**config.mk**
```make
export PLATFORM = sky130hd
export DESIGN_NAME = recursive_mux_tree
export DESIGN_NICKNAME = d
export VERILOG_FILES = /design/src/rtl/recursive_mux_tree_pkg.sv /design/src/rtl/recursive_mux_tree_node.sv /design/src/rtl/recursive_mux_tree.sv
export SDC_FILE = /design/constraint.sdc
export NUM_CORES = 1
export LEC_CHECK = 0
export CAP_MARGIN = 0
export CORE_ASPECT_RATIO = 0.8
export CORE_MARGIN = 5
export CORE_UTILIZATION = 32
export CTS_BUF_LIST = sky130_fd_sc_hd__clkbuf_2
export DETAILED_ROUTE_END_ITERATION = 10
export PLACE_DENSITY = 0.88
export SLEW_MARGIN = 25
export SYNTH_ARGS = -nofsm -noshare
export SYNTH_HDL_FRONTEND = slang
export SYNTH_SLANG_ARGS = --single-unit
```
**constraint.sdc**
```tcl
create_clock -name aclk -period 0.85 [get_ports aclk]
set_input_delay 0.17 -clock aclk [delete_from_list [all_inputs] [get_ports aclk]]
set_output_delay 0.17 -clock aclk [all_outputs]
set_load 0.02 [all_outputs]
```
**src/rtl/recursive_mux_tree_pkg.sv**
```systemverilog
// Shared helpers for the recursive_mux_tree selector.
// Optional build macro: RECURSIVE_MUX_TREE_PIPE_EN (adds one register per tree level).
package recursive_mux_tree_pkg;

    // The select port always has at least one bit, even for a single-input tree.
    function automatic int sel_width(input int a);
        return (a < 1) ? 1 : a;
    endfunction

    // Offset of the first word of tree level l in the flat word array of a tree
    // with n leaves: level 0 holds the n leaves, level l holds n >> l words.
    function automatic int level_base(input int n, input int l);
        return 2 * n - ((2 * n) >> l);
    endfunction

endpackage

```
**src/rtl/recursive_mux_tree_node.sv**
```systemverilog
// Single 2:1 node of the recursive mux tree.
// With RECURSIVE_MUX_TREE_PIPE_EN defined the node output is registered;
// otherwise the node is purely combinational and the clock/reset are unused.
module recursive_mux_tree_node #(
    parameter int W = 14
) (
    input  logic         aclk,
    input  logic         aresetn,
    input  logic         sel,
    input  logic [W-1:0] in0,
    input  logic [W-1:0] in1,
    output logic [W-1:0] out
);

    logic [W-1:0] out_d;

    // Pick the upper input when sel is set, the lower input otherwise.
    always_comb begin
        out_d = sel ? in1 : in0;
    end

`ifdef RECURSIVE_MUX_TREE_PIPE_EN
    logic [W-1:0] out_q;

    // Pipeline register after this tree level; cleared asynchronously.
    always_ff @(posedge aclk or negedge aresetn) begin
        if (!aresetn) begin
            out_q <= '0;
        end else begin
            out_q <= out_d;
        end
    end

    assign out = out_q;
`else
    assign out = out_d;
`endif

endmodule

```
**src/rtl/recursive_mux_tree.sv**
```systemverilog
// Registered 2^A-to-1 selector of W-bit words built as a binary tree of 2:1 nodes.
// Level l of the tree consumes select[l]; the last level picks lower or upper half.
// Optional build macro: RECURSIVE_MUX_TREE_PIPE_EN
//   undefined: combinational tree + one output register (latency 1)
//   defined  : a register after every level, select bits delayed alongside the
//              data so each word meets its own select (latency max(A,1)).
module recursive_mux_tree
    import recursive_mux_tree_pkg::*;
#(
    parameter int A = 3,
    parameter int W = 14
) (
    input  logic                    aclk,
    input  logic                    aresetn,
    input  logic [sel_width(A)-1:0] select,
    input  logic [W-1:0]            data_in [(1<<A)-1:0],
    output logic [W-1:0]            data_out
);

    localparam int N     = 1 << A;
    localparam int SEL_W = sel_width(A);
    localparam int ROOT  = level_base(N, A);

`ifdef RECURSIVE_MUX_TREE_PIPE_EN
    // The last node level already registers; only a leaf-only tree needs a flop.
    localparam bit OUT_REG = (A == 0);
`else
    localparam bit OUT_REG = 1'b1;
`endif

    // Flat storage of every tree level: leaves first, root last.
    logic [W-1:0]     tree [2*N-1];
    // Select bit seen by each level, already aligned with that level's data.
    logic [SEL_W-1:0] lvl_sel;

    for (genvar i = 0; i < N; i++) begin : g_leaf
        assign tree[i] = data_in[i];
    end

`ifdef RECURSIVE_MUX_TREE_PIPE_EN
    if (A == 0) begin : g_sel_none
        assign lvl_sel = select;
    end else begin : g_sel_pipe
        // Bit b is consumed by level b, so it travels through b delay stages.
        for (genvar b = 0; b < A; b++) begin : g_bit
            logic [b:0] tap;
            assign tap[0] = select[b];
            if (b > 0) begin : g_dly
                logic [b:1] dly_d;
                logic [b:1] dly_q;

                // Shift the select bit one stage further each cycle.
                always_comb begin
                    dly_d = tap[b-1:0];
                end

                // Select delay line registers, cleared with the data pipeline.
                always_ff @(posedge aclk or negedge aresetn) begin
                    if (!aresetn) begin
                        dly_q <= '0;
                    end else begin
                        dly_q <= dly_d;
                    end
                end

                assign tap[b:1] = dly_q;
            end
            assign lvl_sel[b] = tap[b];
        end
    end
`else
    assign lvl_sel = select;
`endif

    // Level l reduces word pairs (2i, 2i+1) of level l into word i of level l+1.
    for (genvar l = 0; l < A; l++) begin : g_lvl
        localparam int IN_BASE  = level_base(N, l);
        localparam int OUT_BASE = level_base(N, l + 1);
        for (genvar i = 0; i < (N >> (l + 1)); i++) begin : g_node
            recursive_mux_tree_node #(
                .W(W)
            ) u_node (
                .aclk    (aclk),
                .aresetn (aresetn),
                .sel     (lvl_sel[l]),
                .in0     (tree[IN_BASE + 2*i]),
                .in1     (tree[IN_BASE + 2*i + 1]),
                .out     (tree[OUT_BASE + i])
            );
        end
    end

    if (OUT_REG) begin : g_out_reg
        logic [W-1:0] data_out_d;
        logic [W-1:0] data_out_q;

        // Root of the tree feeds the output register.
        always_comb begin
            data_out_d = tree[ROOT];
        end

        // Output register, cleared asynchronously.
        always_ff @(posedge aclk or negedge aresetn) begin
            if (!aresetn) begin
                data_out_q <= '0;
            end else begin
                data_out_q <= data_out_d;
            end
        end

        assign data_out = data_out_q;
    end else begin : g_out_wire
        assign data_out = tree[ROOT];
    end

endmodule

```
Word level (Yosys, flattened, before mapping). Index checks and enable logic that the tools add are counted.

Logic and storage cells: 8. Memory bits (writable): 0. Bits in latches: 0. Output and inout port bits: 14. Flip-flop bits (word level): 14. Bits of input ports: 117. Memories kept: 0. ROM bits: 0.

Bitwise gates (word level): 0. Reductions and logical operators: 0. Muxes and demuxes: 7. Div/mod/pow operators: 0. $lt $le $gt $ge: 0. $mul: 0. Equality and inequality tests: 0. Add/subtract/negate cells: 0. Shift-type cells: 0.

Operator list (count): 2-to-1 mux 14 bit (7).

Logic depth before layout (Yosys ltp). Gate-level depths: netlist of run 1.

Depth in word-level cells: 3. Depth in mapped cells: 4. Mapped depth without buffers: 2.

Modules after synthesis. A second synthesis of run 1 with hierarchy kept.

Cell total of the unflattened synthesis: 119. Area, all modules: 1532.7 um2.

By module, submodules not included: recursive_mux_tree_node (area each 168.9 um2, cells each 15, instances 7, seq. area each 0.0 um2); recursive_mux_tree (area each 350.3 um2, cells each 14, instances 1, seq. area each 350.3 um2).

Worst setup path before layout of run 1. No wires, ideal clock.

Kind: input to register. From: input select[0]. To: register g_out_reg.data_out_q[0], in the netlist data_out[0]. Data required time: 0.725 ns. Stages: 4. Buffers on the path: 2. Data arrival time: 1.243 ns. Path slack: -0.517 ns. Cell sequence: buf_6 -> buf_6 -> mux4_1 -> mux2_2.

Word-level cells in the longest chain between the ends: 3. Elaborated cells between the ends (all ways): 7. Those cells by class: mux: 7.

RTL lines: start, declared (line recursive_mux_tree.sv:15) `input logic [sel_width(A)-1:0] select,`; 2-to-1 mux 14 bit (2 in a row) (line recursive_mux_tree_node.sv:19) `out_d = sel ? in1 : in0;`; 2-to-1 mux 14 bit * (line recursive_mux_tree_node.sv:19); net g_lvl[2].g_node[0].u_node.out[0] (line recursive_mux_tree_node.sv:12) `output logic [W-1:0] out`; end signal, assigned (line recursive_mux_tree.sv:107) `data_out_q <= data_out_d;`; end, declared (line recursive_mux_tree.sv:95) `logic [W-1:0] data_out_q;`.

Mark *: on every way through the listed nets, which the timed path passes. The rest lies on a longest branch.

Worst setup path in the final report of run 1. Ends and elaborated chain as after synthesis.

==> results of run 1 <==
[layer usage]
layer	part of all wire (%)	wire (µm)	vias up	GRT usage [%]
met5	0	0	-	0
met4	2.7	150	0	8.861
met3	7.6	416	14	4.459
met2	56	3063	80	39.24
met1	34	1838	628	22.84
li1	-	-	556	-
[final cells by class]
cell class	count	share of cell area [%]
clock buffers	3	0.5597
well taps	55	2.565
flip-flops and latches	14	13.06
multi-input cells	42	31.34
repair buffers	141	52.47
[power groups by stage]
| stage | registers [mW] | logic (mW) | clock network (mW) |
|---|---|---|---|
| final | 0.793 | 1.30 | 0.319 |
| after global routing | 0.801 | 1.37 | 0.361 |
| after CTS | 0.793 | 1.29 | 0.326 |
| after detailed placement | 0.789 | 1.30 | 0 |
| after global placement | 0.784 | 1.26 | 0 |
| after floorplan | 0.898 | 0.395 | 0 |
[final timing paths]
| check | endpoint | cells after the start |
|---|---|---|
| max in group asynchronous | data_out[8] | 2 |
| setup / recovery | data_out[0] | 4 |
| hold / removal | data_out[1] | 2 |
| min in group aclk | data_out[11] | 3 |
[critical path, cell delays in order]
cell and delay (ps):
buf_16 130, buf_16 120, mux4_2 510, mux2_4 280
[through the flow]
stage	worst slack, ps	cells	instance area (µm²)
after CTS	-180.3	255	2671
after detailed placement	-763.1	247	2616
after floorplan	-434.9	63	1247
final	-192.5	255	2683
after global routing	-197.4	255	2683
after global placement	-732.7	247	2616
[synthesized netlist by cell type]
cell      count  area (µm²)
mux2_2       14       157.7
dfrtp_1      14       350.3
mux4_1       25       656.9
buf_6         3       33.78
clkbuf_1      2       7.510
mux4_2        3       67.56
buf_2         2       10.01
[what timing repair did]
item,CTS,global route
buffers inserted,1,0
endpoints found under the hold margin,0,0
resized for setup,234,2
gates cloned,4,0
setup endpoints to repair,28,28
[cells by family after synthesis]
| kind of cell | count (synthesis) | synth area share [%] |
|---|---|---|
| buffers and inverters | 7 | 3.996 |
| DFF | 14 | 27.29 |
| muxes | 42 | 68.71 |
==> out/metrics.yaml, run 1 <==
status: "finished, violations left"
violations: "negative setup slack"
slew_headroom_pct: 89.66
layout_setup_ws_ps: -192.5
switchingPower_uw: 698.5
criticalPathCategory: "in -> reg"
nNetsFinal: 319
syn2layout_area_growth_pct: 109.0
wl_mm: 5.469
worstHoldPathType: "in -> async"
synth_cell_types: 7
grt_pass1_vias: 1573
cts.sink_count: 14
ys_ff_latch: 14
wl_per_cell_um: 21.45
port_buffers: 130
drc_errors: 0
fin_crit_ps: 1043
drive_gt1_share_pct: 36.00
final_cell_mix: "112 x dlygate4sd2_1, 28 x mux4_2, 15 x buf_6, 14 x mux2_4, 14 x dfrtp_1"
worst-endpoint-arrival_ps: 1220
grt_use_total_pct: 21.02
worstPathMaxFanout: 6
ys_seq_area_share_pct: 27.29
die_y_um: 66.65
worst_pin_slew_ps: 156.1
largest_register_ff_count: 14
total_power_mw: 2.409
first_pass_iters: 4
critPathCaptureType: "flip-flop"
cp-startpoint: "select[0]"
ctsHoldBuffers: 0
seqPwrFrac_pct: 32.9
post-dp-hpwl_mm: 4.289
swShare_pct: 28.99
internal_power_mw: 1.711
grt_pass1_wl_mm: 8.100
ff_latch_area_um2: 350.3
antenna_cells: 0
hold_viol: 0
postSynthCellCount: 63
cts.htree.levels: 1
synth_area_per_cell_um2: 20.38
drv_slew: 0
period_share_pct: 122.7
utilization_pct: 70.07
cts.clk_slew.worst_paths_ps: 140
yosys_warnings: 0
power_frac_comb_pct: 53.8
cap_violations: 0
initial_core_util_pct: 33.53
ant_nets: 0
dieArea_mm2: 0.005386
overflow: 0
finalSetupViolations: 28
fmax_mhz: 959.2
cp.required_ps: 1030
multiInputGateArea_um2: 840.8
die_w_um: 80.82
cp-start-kind: "input pin"
grt_max_degree: 15
syn-num-nets: 180
power.density_mw_per_mm2: 898.1
cts_buffer_depth: 2
p_leak_nw: 1.271
core_area_mm2: 0.003829
syn-cell-area_mm2: 0.001284
io_pins: 131
final_common_cell: "dlygate4sd2_1"
viasPerCell: 5.012
root_buffer: "clkbuf_2"
power_frac_clock_pct: 13.2
peakVddDrop_mv: 0.3896
tns_ps: -4288
placementRows: 20
antenna_found_initial: 0
cts_tree: "built"
globalplace.congestion: 0.8214
drt-initial-drc-count: 41
cts_buffers: 3
vias: 1278
fin_worst_hold_slack_ps: 176.0
fillers: 317
rsz0062_at_grt: "yes"
Note: power is estimated with default switching activity, not from simulation.
==> inputs of run 2 (changes only) <==
--- a/config.mk
+++ b/config.mk
@@ -11,6 +11,7 @@
 export CORE_UTILIZATION = 32
 export CTS_BUF_LIST = sky130_fd_sc_hd__clkbuf_2
 export DETAILED_ROUTE_END_ITERATION = 10
+export MAX_ROUTING_LAYER = met4
 export PLACE_DENSITY = 0.88
 export SLEW_MARGIN = 25
 export SYNTH_ARGS = -nofsm -noshare
==> run 2 against run 1 <==
Against the previous run:
- the flow still finishes with violations (negative setup slack)
- largest cell class unchanged
- final cell count stayed put
- non-clock buffer count stayed put
- core utilization stayed put
- global-route usage is 0.56 points higher
- largest power group unchanged
- worst setup slack better by 1.1 ps
- total power hardly changed
- combinational power hardly changed
- sequential share of layout area stayed put
- hold slack better by 2.9 ps
- sequential power hardly changed
- critical path depth stayed put
- cell area stayed put
- highest routed layer unchanged
==> out/metrics.yaml, run 2 (synthesis gave the netlist of run 1 again) <==
status: "finished, violations left"  # unchanged
violations: "negative setup slack"  # unchanged
post-dp-hpwl_mm: 4.289  # unchanged
ff_latch_area_um2: 350.3  # unchanged
fin_worst_hold_slack_ps: 178.9  # was 176.0 ps
drc_errors: 0  # unchanged
worstPathMaxFanout: 8  # was 6
total_power_mw: 2.411  # was 2.409 mW
cts.clk_slew.worst_paths_ps: 140  # about the same
tns_ps: -4300  # was -4288 ps
cp-startpoint: "select[0]"  # unchanged
fmax_mhz: 960.2  # was 959.2 MHz
worst-endpoint-arrival_ps: 1230  # was 1220 ps
antenna_cells: 0  # unchanged
grt_pass1_vias: 1574  # was 1573
fillers: 317  # unchanged
final_cell_area_mm2: 0.002683  # unchanged
nNetsFinal: 319  # unchanged
swShare_pct: 29.04  # was 28.99%
slew_headroom_pct: 90.35  # was 89.66%
worst_pin_slew_ps: 144.8  # was 156.1 ps
seqPwrFrac_pct: 32.9  # about the same
dpl_cell_area_mm2: 0.002616  # unchanged
switchingPower_uw: 700.0  # was 698.5 µW
wl_mm: 5.487  # was 5.469 mm
die_y_um: 66.65  # unchanged
cts_buffers: 3  # unchanged
drv_slew: 0  # unchanged
layout_setup_ws_ps: -191.4  # was -192.5 ps
internal_power_mw: 1.711  # about the same
wl_per_cell_um: 21.52  # was 21.45 µm
cts_buffer_depth: 2  # unchanged
core_area_mm2: 0.003829  # unchanged
cts_tree: "built"  # unchanged
viasPerCell: 4.961  # was 5.012
power_frac_clock_pct: 13.2  # about the same
peakVddDrop_mv: 0.4007  # was 0.3896 mV
fin_crit_ps: 1041  # was 1043 ps
cts.htree.levels: 1  # unchanged
first_pass_iters: 4  # unchanged
drt-initial-drc-count: 29  # was 41
rsz0062_at_grt: "yes"  # unchanged
initial_core_util_pct: 33.53  # unchanged
final_cell_mix: "112 x dlygate4sd2_1, 28 x mux4_2, 15 x buf_6, 14 x mux2_4, 14 x dfrtp_1"  # unchanged
final_common_cell: "dlygate4sd2_1"  # unchanged
utilization_pct: 70.07  # unchanged
cp.required_ps: 1030  # about the same
hold_viol: 0  # unchanged
grt_pass1_wl_mm: 8.086  # was 8.100 mm
die_w_um: 80.82  # unchanged
criticalPathCategory: "in -> reg"  # unchanged
placementRows: 20  # unchanged
syn2layout_area_growth_pct: 109.0  # unchanged
p_leak_nw: 1.271  # unchanged
largest_register_ff_count: 14  # unchanged
multiInputGateArea_um2: 840.8  # unchanged
dp_worst_setup_slack_ps: -763.1  # unchanged
grt_use_total_pct: 21.58  # was 21.02%
finalSetupViolations: 28  # unchanged
overflow: 0  # unchanged
worstHoldPathType: "in -> async"  # unchanged
antenna_found_initial: 0  # unchanged
dp.cells: 247  # unchanged
grt_max_degree: 15  # unchanged
root_buffer: "clkbuf_2"  # unchanged
power_frac_comb_pct: 53.9  # was 53.8%
drive_gt1_share_pct: 36.00  # unchanged
ant_nets: 0  # unchanged
port_buffers: 130  # unchanged
period_share_pct: 122.5  # was 122.7%
final_cells: 255  # unchanged
power.density_mw_per_mm2: 898.7  # was 898.1 mW/mm²
dieArea_mm2: 0.005386  # unchanged
vias: 1265  # was 1278
globalplace.congestion: 0.8338  # was 0.8214
cts.sink_count: 14  # unchanged
io_pins: 131  # unchanged
critPathCaptureType: "flip-flop"  # unchanged
cp-start-kind: "input pin"  # unchanged
cap_violations: 0  # unchanged
## run 2: cell counts in the layout (fill, tap and decap cells not counted)
No cell type changed its count.
## run 2: layout make-up
cell class	count	area share, %
tap	55	2.565
sequential	14	13.06
multi-input combinational	42	31.34
timing repair buffer	141	52.47
clock buffer	3	0.5597
## run 2: critical path, cell delays in order
cell    delay (ps)
buf_16         130
buf_16         140
mux4_2         500
mux2_4         280
## run 2: metal layers
metal	global-route usage (%)	part of all wire, %	vias up
met3	4.189	7.5	12
met4	8.861	2.4	0
met1	23.01	34	620
met5	-	0	-
met2	39.24	56	76
li1	-	-	557
## run 2: path summary, 6_finish.rpt
check                      slack, ps      endpoint
worst max-delay path            -190   data_out[6]
worst min-delay path             180   data_out[8]
max in group asynchronous        540   data_out[2]
min in group aclk                440  data_out[12]
## run 2: power groups by stage
stage               sequential, mW  combinational, mW  clock [mW]
floorplan                    0.898              0.395           0
CTS                          0.793               1.29       0.326
global placement             0.784               1.26           0
global route                 0.801               1.37       0.361
finish                       0.793               1.30       0.319
detailed placement           0.789               1.30           0
## run 2: repair_timing
| action | in CTS | in global routing |
|---|---|---|
| cloned | 4 | 0 |
| gates resized for setup | 234 | 2 |
| setup endpoints to repair | 28 | 28 |
| hold buffers | 0 | 0 |
| setup buffers | 1 | 0 |
==> inputs of run 3 (changes only) <==
==> constraint.sdc (replaced) <==
create_clock -name aclk -period 0.85 [get_ports aclk]
set_input_delay 0.085 -clock aclk [delete_from_list [all_inputs] [get_ports aclk]]
set_output_delay 0.085 -clock aclk [all_outputs]
set_load 0.02 [all_outputs]
==> run 3 against run 2 <==
Against the previous run:
- the run still ends with negative setup slack left
- total power decreased by 1.3%
- final cell count stayed put
- sequential cell count stayed put
- critical path depth did not move
- via count shrank 0.16%
- hold slack got worse by 86 ps
- sequential power hardly changed
==> out/metrics.yaml, run 3 (synthesis gave the netlist of run 1 again) <==
cp-start-kind: "input pin"  # unchanged
grt_max_degree: 15  # unchanged
period_share_pct: 113.3  # was 122.5%
status: "finished, violations left"  # unchanged
final_cell_area_mm2: 0.002665  # was 0.002683 mm²
rsz0062_at_grt: "yes"  # unchanged
power_frac_comb_pct: 53.4  # was 53.9%
antenna_cells: 0  # unchanged
swShare_pct: 28.29  # was 29.04%
fmax_mhz: 1039  # was 960.2 MHz
worst_pin_slew_ps: 180.9  # was 144.8 ps
slew_headroom_pct: 87.94  # was 90.35%
first_pass_iters: 4  # unchanged
dieArea_mm2: 0.005386  # unchanged
power_frac_clock_pct: 13.3  # was 13.2%
placementRows: 20  # unchanged
final_common_cell: "dlygate4sd2_1"  # unchanged
port_buffers: 130  # unchanged
cts_buffer_depth: 2  # unchanged
drc_errors: 0  # unchanged
cts.htree.levels: 1  # unchanged
peakVddDrop_mv: 0.3529  # was 0.4007 mV
dpl_cell_area_mm2: 0.002609  # was 0.002616 mm²
cap_violations: 0  # unchanged
drt-initial-drc-count: 32  # was 29
finalSetupViolations: 28  # unchanged
switchingPower_uw: 672.7  # was 700.0 µW
criticalPathCategory: "in -> reg"  # unchanged
fin_crit_ps: 962.7  # was 1041 ps
wl_per_cell_um: 19.59  # was 21.52 µm
root_buffer: "clkbuf_2"  # unchanged
cts.sink_count: 14  # unchanged
vias: 1263  # was 1265
post-dp-hpwl_mm: 4.205  # was 4.289 mm
cts_tree: "built"  # unchanged
wl_mm: 4.995  # was 5.487 mm
globalplace.congestion: 0.8349  # was 0.8338
antenna_found_initial: 0  # unchanged
die_y_um: 66.65  # unchanged
worst-endpoint-arrival_ps: 1130  # was 1230 ps
io_pins: 131  # unchanged
grt_pass1_vias: 1530  # was 1574
violations: "negative setup slack"  # unchanged
p_leak_nw: 1.263  # was 1.271 nW
drv_slew: 0  # unchanged
core_area_mm2: 0.003829  # unchanged
cts_buffers: 3  # unchanged
worstPathMaxFanout: 8  # unchanged
layout_setup_ws_ps: -112.7  # was -191.4 ps
dp.cells: 246  # was 247
grt_pass1_wl_mm: 7.396  # was 8.086 mm
cp.required_ps: 1020  # was 1030 ps
ctsHoldBuffers: 0  # unchanged
hold_viol: 0  # unchanged
die_w_um: 80.82  # unchanged
viasPerCell: 4.953  # was 4.961
overflow: 0  # unchanged
critPathCaptureType: "flip-flop"  # unchanged
seqPwrFrac_pct: 33.3  # was 32.9%
worstHoldPathType: "in -> async"  # unchanged
grt_use_total_pct: 19.43  # was 21.58%
ant_nets: 0  # unchanged
largest_register_ff_count: 14  # unchanged
initial_core_util_pct: 33.53  # unchanged
final_cell_mix: "112 x dlygate4sd2_1, 28 x mux4_2, 14 x mux2_4, 14 x dfrtp_1, 14 x buf_6"  # was 112 x dlygate4sd2_1, 28 x mux4_2, 15 x buf_6, 14 x mux2_4, 14 x dfrtp_1
power.density_mw_per_mm2: 892.4  # was 898.7 mW/mm²
fin_worst_hold_slack_ps: 93.02  # was 178.9 ps
drive_gt1_share_pct: 35.50  # was 36.00%
internal_power_mw: 1.705  # was 1.711 mW
final_cells: 255  # unchanged
cts.clk_slew.worst_paths_ps: 140  # about the same
syn2layout_area_growth_pct: 107.6  # was 109.0%
nNetsFinal: 318  # was 319
[run 3: cell types whose count changed in the layout (fill, tap and decap cells not counted)]
| cell | change |
|---|---|
| buf_6 | -1 |
| clkinv_1 | +1 |
| buf_16 | -2 |
| clkbuf_16 | +1 |
| buf_12 | +1 |
[run 3: worst paths after layout]
kind	startpoint	end	slack, ps	cells past startpoint
setup / recovery	select[0]	data_out[13]	-110	4
hold / removal	aresetn	data_out[8]	90	2
max in group asynchronous	aresetn	data_out[13]	580	2
min in group aclk	data_in[11]	data_out[11]	350	3
[run 3: power by group through the flow]
stage	Clock (mW)	Combinational [mW]	Sequential (mW)
after floorplan	0	0.395	0.898
final	0.317	1.27	0.793
after CTS	0.342	1.27	0.795
after global placement	0	1.26	0.784
after global routing	0.383	1.35	0.803
after detailed placement	0	1.29	0.791
[run 3: cell type report]
type / instances / area [µm²]
Clock buffer: 3 / 15.01
Clock inverter: 1 / 3.754
Fill cell: 313 / 1164
Multi-Input combinational cell: 42 / 840.8
Sequential cell: 14 / 350.3
Tap cell: 55 / 68.82
Timing Repair Buffer: 140 / 1386
[run 3: what timing repair did]
item / CTS / global route
gates cloned: 3 / 1
setup endpoints to repair: 28 / 28
pin swaps: 0 / 0
resized for setup: 233 / 0
buffers inserted: 0 / 1
[run 3: metrics by stage]
step / utilization (%) / setup TNS, ps / worst slack, ps / power, mW
finish: 69.61 / -1846 / -112.7 / 2.378
global route: 69.61 / -2528 / -137.9 / 2.535
CTS: 68.76 / -2013 / -96.82 / 2.405
detailed placement: 68.14 / -11430 / -674.9 / 2.085
global placement: 68.14 / -10820 / -646.5 / 2.043
floorplan: - / -4898 / -349.9 / 1.293
[run 3: routing by layer]
layer	routed length, µm	GRT usage [%]	part of all wire [%]
met2	2786	34.94	56
met5	0	-	0
met4	57	5.696	1.1
met3	432	5.000	8.6
met1	1718	21.18	34
[run 3: critical path, cell delays in order]
cell and delay, ps:
buf_12 120, buf_16 140, mux4_2 500, mux2_4 280
==> RTL edit 1 (config.mk and constraints of run 3) <==
Add a define of `RECURSIVE_MUX_TREE_PIPE_EN`.
--- a/src/rtl/recursive_mux_tree_node.sv
+++ b/src/rtl/recursive_mux_tree_node.sv
@@ -2,4 +2,6 @@
 // With RECURSIVE_MUX_TREE_PIPE_EN defined the node output is registered;
 // otherwise the node is purely combinational and the clock/reset are unused.
+`define RECURSIVE_MUX_TREE_PIPE_EN
+
 module recursive_mux_tree_node #(
     parameter int W = 14
Formal check against the unedited RTL: not equivalent (Yosys sat finds a counterexample within 4 cycles, from zero or initial values and one cycle with aresetn low).
==> RTL edit 1 against run 3 <==
The run still ends with setup timing left; synthesized cell count grew to 3.3 times the old value; combinational power is 64% higher; power grew to 4.0 times the old value; largest cell class is now registers; core utilization is 18 points lower; sequential power grew to 6.8 times the old value; design area is 130% higher; via count is 88% higher; critical endpoint is now data_out[1]; sequential cell count is 87 higher; non-clock buffer count is 47 higher; clock power grew to 6.5 times the old value; worst setup slack worse by 0.24 ns; wire length is 74% higher; synthesized area grew to 3.0 times the old value.
==> RTL edit 1: results (changes against run 3) <==
outcome - finished, violations left
violated checks - setup timing
largest net degree at the start of global routing - 59 (+44)
Inst Count DP - 490 (+99%)
max reg flops - 98 (+84)
vias per cell - 4.29 (-13%)
routed len/inst - 15.7 um (-20%)
Synth cell types - 6 (-1)
CP max-delay cell - dfrtp_1
largest cells by area after synthesis - dfrtp_1, mux2_4, mux2_2
layout cell share with drive strength beyond 1 - 36.9% (+1.4 points)
VDD IR max - 0.920 mV (+160%)
final setup fails - 116 (+310%)
sequential-to-total area share from yosys stat - 64.8% (+37 points)
family with the most delay on the worst path - flip-flops
vias in the first global route - 2698 (+76%)
Syn Nets - 326 (+81%)
slowest stage delay, CP - 0.45 ns (-0.05 ns)
CP startpoint - g_lvl[2].g_node[0].u_node.out[1]
initial drt markers - 106 (+230%)
gpl congestion - 0.758 (-9.2%)
placed cell areas - 5480 um2 (+110%)
clock slew at reported path FFs - 0.24 ns (+0.10 ns)
WL final - 8.70 mm (+74%)
measured slew at the worst slew-check pin - 0.335 ns (+0.154 ns)
number of buffers created by CTS - 9 (+6)
Final WS setup - -0.357 ns (-0.244 ns)
nets@finish - 514 (+62%)
GRT Total Usage - 12.4% (-7.0 points)
ys async rst share - 100% (unchanged)
most frequent cells after synthesis - dfrtp_1, mux2_2, mux2_4
Cells after Synth - 209 (+230%)
fillcell total - 1014 (+220%)
setup TNS - -18.07 ns (-16.22 ns)
Critical Path Fanout Max - 1 (-7)
hpwl dp - 6.06 mm (+44%)
FMAX - 829 MHz (-20%)
skew final - 0.0313 ns
Port-buffer cells - 130 (unchanged)
Sw Pwr - 2.13 mW (+220%)
Root Buffer - clkbuf_2
==> RTL edit 1: cell type report <==
type	instances	share of cell area, %
clock inverters	2	0.566
well taps	152	3.07
repair buffers	187	32.0
clock buffers	13	1.05
multi-input cells	98	22.4
flip-flops and latches	101	40.9
==> RTL edit 1: power by group through the flow <==
stage	registers, mW	clock network (mW)	logic, mW
2_1_floorplan	5.52	0	0.711
3_3_place_gp	5.45	0	1.72
3_5_place_dp	5.47	0	1.76
4_1_cts	5.40	2.17	1.99
5_1_grt	5.44	2.38	2.22
6_report	5.40	2.06	2.08
==> RTL edit 1: timing repair <==
action,CTS,global route
gates resized for setup,96,29
hold buffers,23,18
hold endpoints to repair,111,5
pin swaps,0,0
setup buffers,6,3
setup endpoints to repair,56,64
gates cloned,3,0
==> RTL edit 1: cell families (layout without fill, tap and decap cells) <==
logic type	count (synthesis)	in the layout	share of synthesized area, %
buffers and inverters	10	202	2.63
flip-flops	101	101	64.8
multiplexers	98	98	32.6
==> RTL edit 1: worst max path at each step <==
stage | end | slack (ns) | cells past startpoint
global route | data_out[1] | -0.49 | 1
CTS | data_out[1] | -0.44 | 1
global placement | g_lvl[1].g_node[0].u_node.out[12] | -0.20 | 2
floorplan | g_lvl[1].g_node[0].u_node.out[11] | -0.19 | 3
detailed placement | g_lvl[1].g_node[0].u_node.out[12] | -0.23 | 2
finish | data_out[1] | -0.36 | 1
==> RTL edit 1: per-stage QoR <==
step / worst slack, ns / utilization, % / hold WS (ns)
after floorplan: -0.192 / - / -0.211
after global placement: -0.204 / 45.4 / 0.0839
after detailed placement: -0.231 / 45.4 / 0.0853
after CTS: -0.440 / 49.6 / 0.00811
after global routing: -0.491 / 51.3 / 0.0256
final: -0.357 / 51.3 / 0.136
==> RTL edit 1: per-layer routing <==
layer  track usage, %  vias up  wire, um
met1             12.3     1194      3190
met2             23.4       67      4980
met3             3.97       12       419
met4             3.74        0       112
met5                -        -         0
li1                 -     1099         -
==> RTL edit 2 (config.mk and constraints of run 3) <==
Without the edit above. Put a register stage on the output `data_out`. The value now appears one clock later.
--- a/src/rtl/recursive_mux_tree.sv
+++ b/src/rtl/recursive_mux_tree.sv
@@ -21,4 +21,6 @@
     localparam int SEL_W = sel_width(A);
     localparam int ROOT  = level_base(N, A);
+
+    logic [W-1:0] data_d;
 
 `ifdef RECURSIVE_MUX_TREE_PIPE_EN
@@ -109,7 +111,11 @@
         end
 
-        assign data_out = data_out_q;
+        assign data_d = data_out_q;
     end else begin : g_out_wire
-        assign data_out = tree[ROOT];
+        assign data_d = tree[ROOT];
+    end
+
+    always_ff @(posedge aclk) begin
+        data_out <= data_d;
     end
 
Formal check against the unedited RTL: not equivalent (a bounded check fails within 4 cycles, from zero or initial values and one cycle with aresetn low).
==> RTL edit 2 against run 3 <==
The run still ends with setup timing left; synthesized area increased by 22%; sequential cell count increased by 14; synthesized cell count increased by 22%; sequential power increased by 99%; highest routed layer unchanged; power increased by 54%; count of clock-buffer cells in the layout unchanged; wire length increased by 19%; worst setup slack improved by 0.010 ns; clock power increased to 2.5 times the old value; global-route usage decreased by 0.43 points; via count increased by 6.9%; design area increased by 13%.
==> RTL edit 2: results (changes against run 3) <==
violated checks - setup timing
skew final - 0.0109 ns
most frequent cells after synthesis - mux4_1, dfrtp_1, dfxtp_1, mux2_2
fillcell total - 390 (+25%)
initial antenna violation count - 0 (unchanged)
DR pass1 iterations - 5 (+1)
HP Class - in -> reg
CP max-delay cell - dfxtp_2
hold_sp - data_in[67]
vias per cell - 4.93 (-0.52%)
Final WS setup - -0.102 ns (+0.0103 ns)
Port-buffer cells - 130 (unchanged)
first-pass GRT wire length - 8.67 mm (+17%)
VDD IR max - 0.840 mV (+140%)
H-tree depth - 1 (unchanged)
slowest stage delay, CP - 0.38 ns (-0.12 ns)
Reg-to-Reg End - data_out[3]
R2R Path Start - data_d[3]
hpwl dp - 4.93 mm (+17%)
P_leak - 1.39 nW (+10%)
Critical Path Fanout Max - 1 (-7)
outcome - finished, violations left
clock slew at reported path FFs - 0.26 ns (+0.12 ns)
layout cell share with drive strength beyond 1 - 39.7% (+4.2 points)
Worst R2R Path Depth - 0
vias in the first global route - 1521 (-0.59%)
sequential-to-total area share from yosys stat - 40.3% (+13 points)
Clock Path Buffers - 2 (unchanged)
setup TNS - -1.22 ns (+0.625 ns)
Ant. Diodes - 0 (unchanged)
data arrival time of the worst path - 0.87 ns (-0.26 ns)
initial drt markers - 89 (+180%)
GRT Total Usage - 19.0% (-0.43 points)
largest cells by area after synthesis - mux4_1, dfrtp_1, dfxtp_1
Root Buffer - clkbuf_2
final setup fails - 14 (-50%)
Worst Hold Path EP - data_d[11]
max_slew headroom - 82.9% (-5.1 points)
Synth Flop Type - dfxtp_1
yosys warns - 0 (unchanged)
routed len/inst - 21.7 um (+11%)
largest net degree at the start of global routing - 17 (+2)
nets@finish - 332 (+4.4%)
ys async rst share - 50.0% (-50 points)
clk_lat worst skew - 0.37 ns
r2r setup slk - 0.31 ns
family with the most delay on the worst path - flip-flops
Synth cell types - 8 (+1)
worst hold path stage count - 3
number of buffers created by CTS - 3 (unchanged)
Syn Nets - 194 (+7.8%)
gpl congestion - 0.862 (+3.2%)
RTL edit 2: changes by cell type after synthesis, sizes merged:
| cell | before | now |
|---|---|---|
| dfxtp | 0 | 14 |
RTL edit 2: metrics by stage:
stage	cell area [um2]	total power, mW	setup slack (ns)	instances	hold slack, ns
finish	3000	3.67	-0.102	274	0.260
global route	3000	3.83	-0.176	274	0.209
CTS	3000	3.70	-0.116	274	0.249
detailed placement	2930	2.90	-0.699	266	0.327
global placement	2930	2.87	-0.695	266	0.325
floorplan	1530	2.06	-0.350	77	-0.211
RTL edit 2: where the power goes:
group	internal [mW]	switching, mW	leakage [nW]	total, mW
sequential	1.51	0.0665	0.281	1.58
clock	0.405	0.388	0.0266	0.793
combinational	0.859	0.439	1.08	1.30
total	2.78	0.894	1.39	3.67
RTL edit 2: timing repair:
item / in CTS / in global routing
hold buffers: 1 / 0
endpoints found under the hold margin: 14 / 0
cloned: 3 / 0
setup endpoints to repair: 28 / 14
resized for setup: 243 / 0
buffers inserted: 0 / 0
RTL edit 2: cell type report:
| cell class | count | area share [%] |
|---|---|---|
| repair buffers | 140 | 46.4 |
| multi-input cells | 42 | 28.0 |
| well taps | 60 | 2.50 |
| flip-flops and latches | 28 | 21.6 |
| clock buffers | 3 | 0.500 |
| clock inverters | 1 | 1.00 |
RTL edit 2: kinds of logic after synthesis:
group / share of synthesized area [%]
muxes: 56.4
buffers and inverters: 3.28
DFF: 40.3
RTL edit 2: worst max path at each step:
stage,from,end,slack (ns)
2_1_floorplan,select[0],data_d[10],-0.35
3_3_place_gp,select[2],data_d[10],-0.69
3_5_place_dp,select[2],data_d[3],-0.70
4_1_cts,data_out[13],data_out[13],-0.12
5_1_grt,data_out[12],data_out[12],-0.18
6_report,data_out[13],data_out[13],-0.10
RTL edit 2: metal layers:
| metal | global-route usage [%] | vias up | routed length (um) |
|---|---|---|---|
| li1 | - | 601 | - |
| met1 | 25.1 | 679 | 2340 |
| met2 | 32.0 | 66 | 3230 |
| met3 | 2.38 | 4 | 324 |
| met4 | 3.02 | 0 | 53 |
| met5 | - | - | 0 |
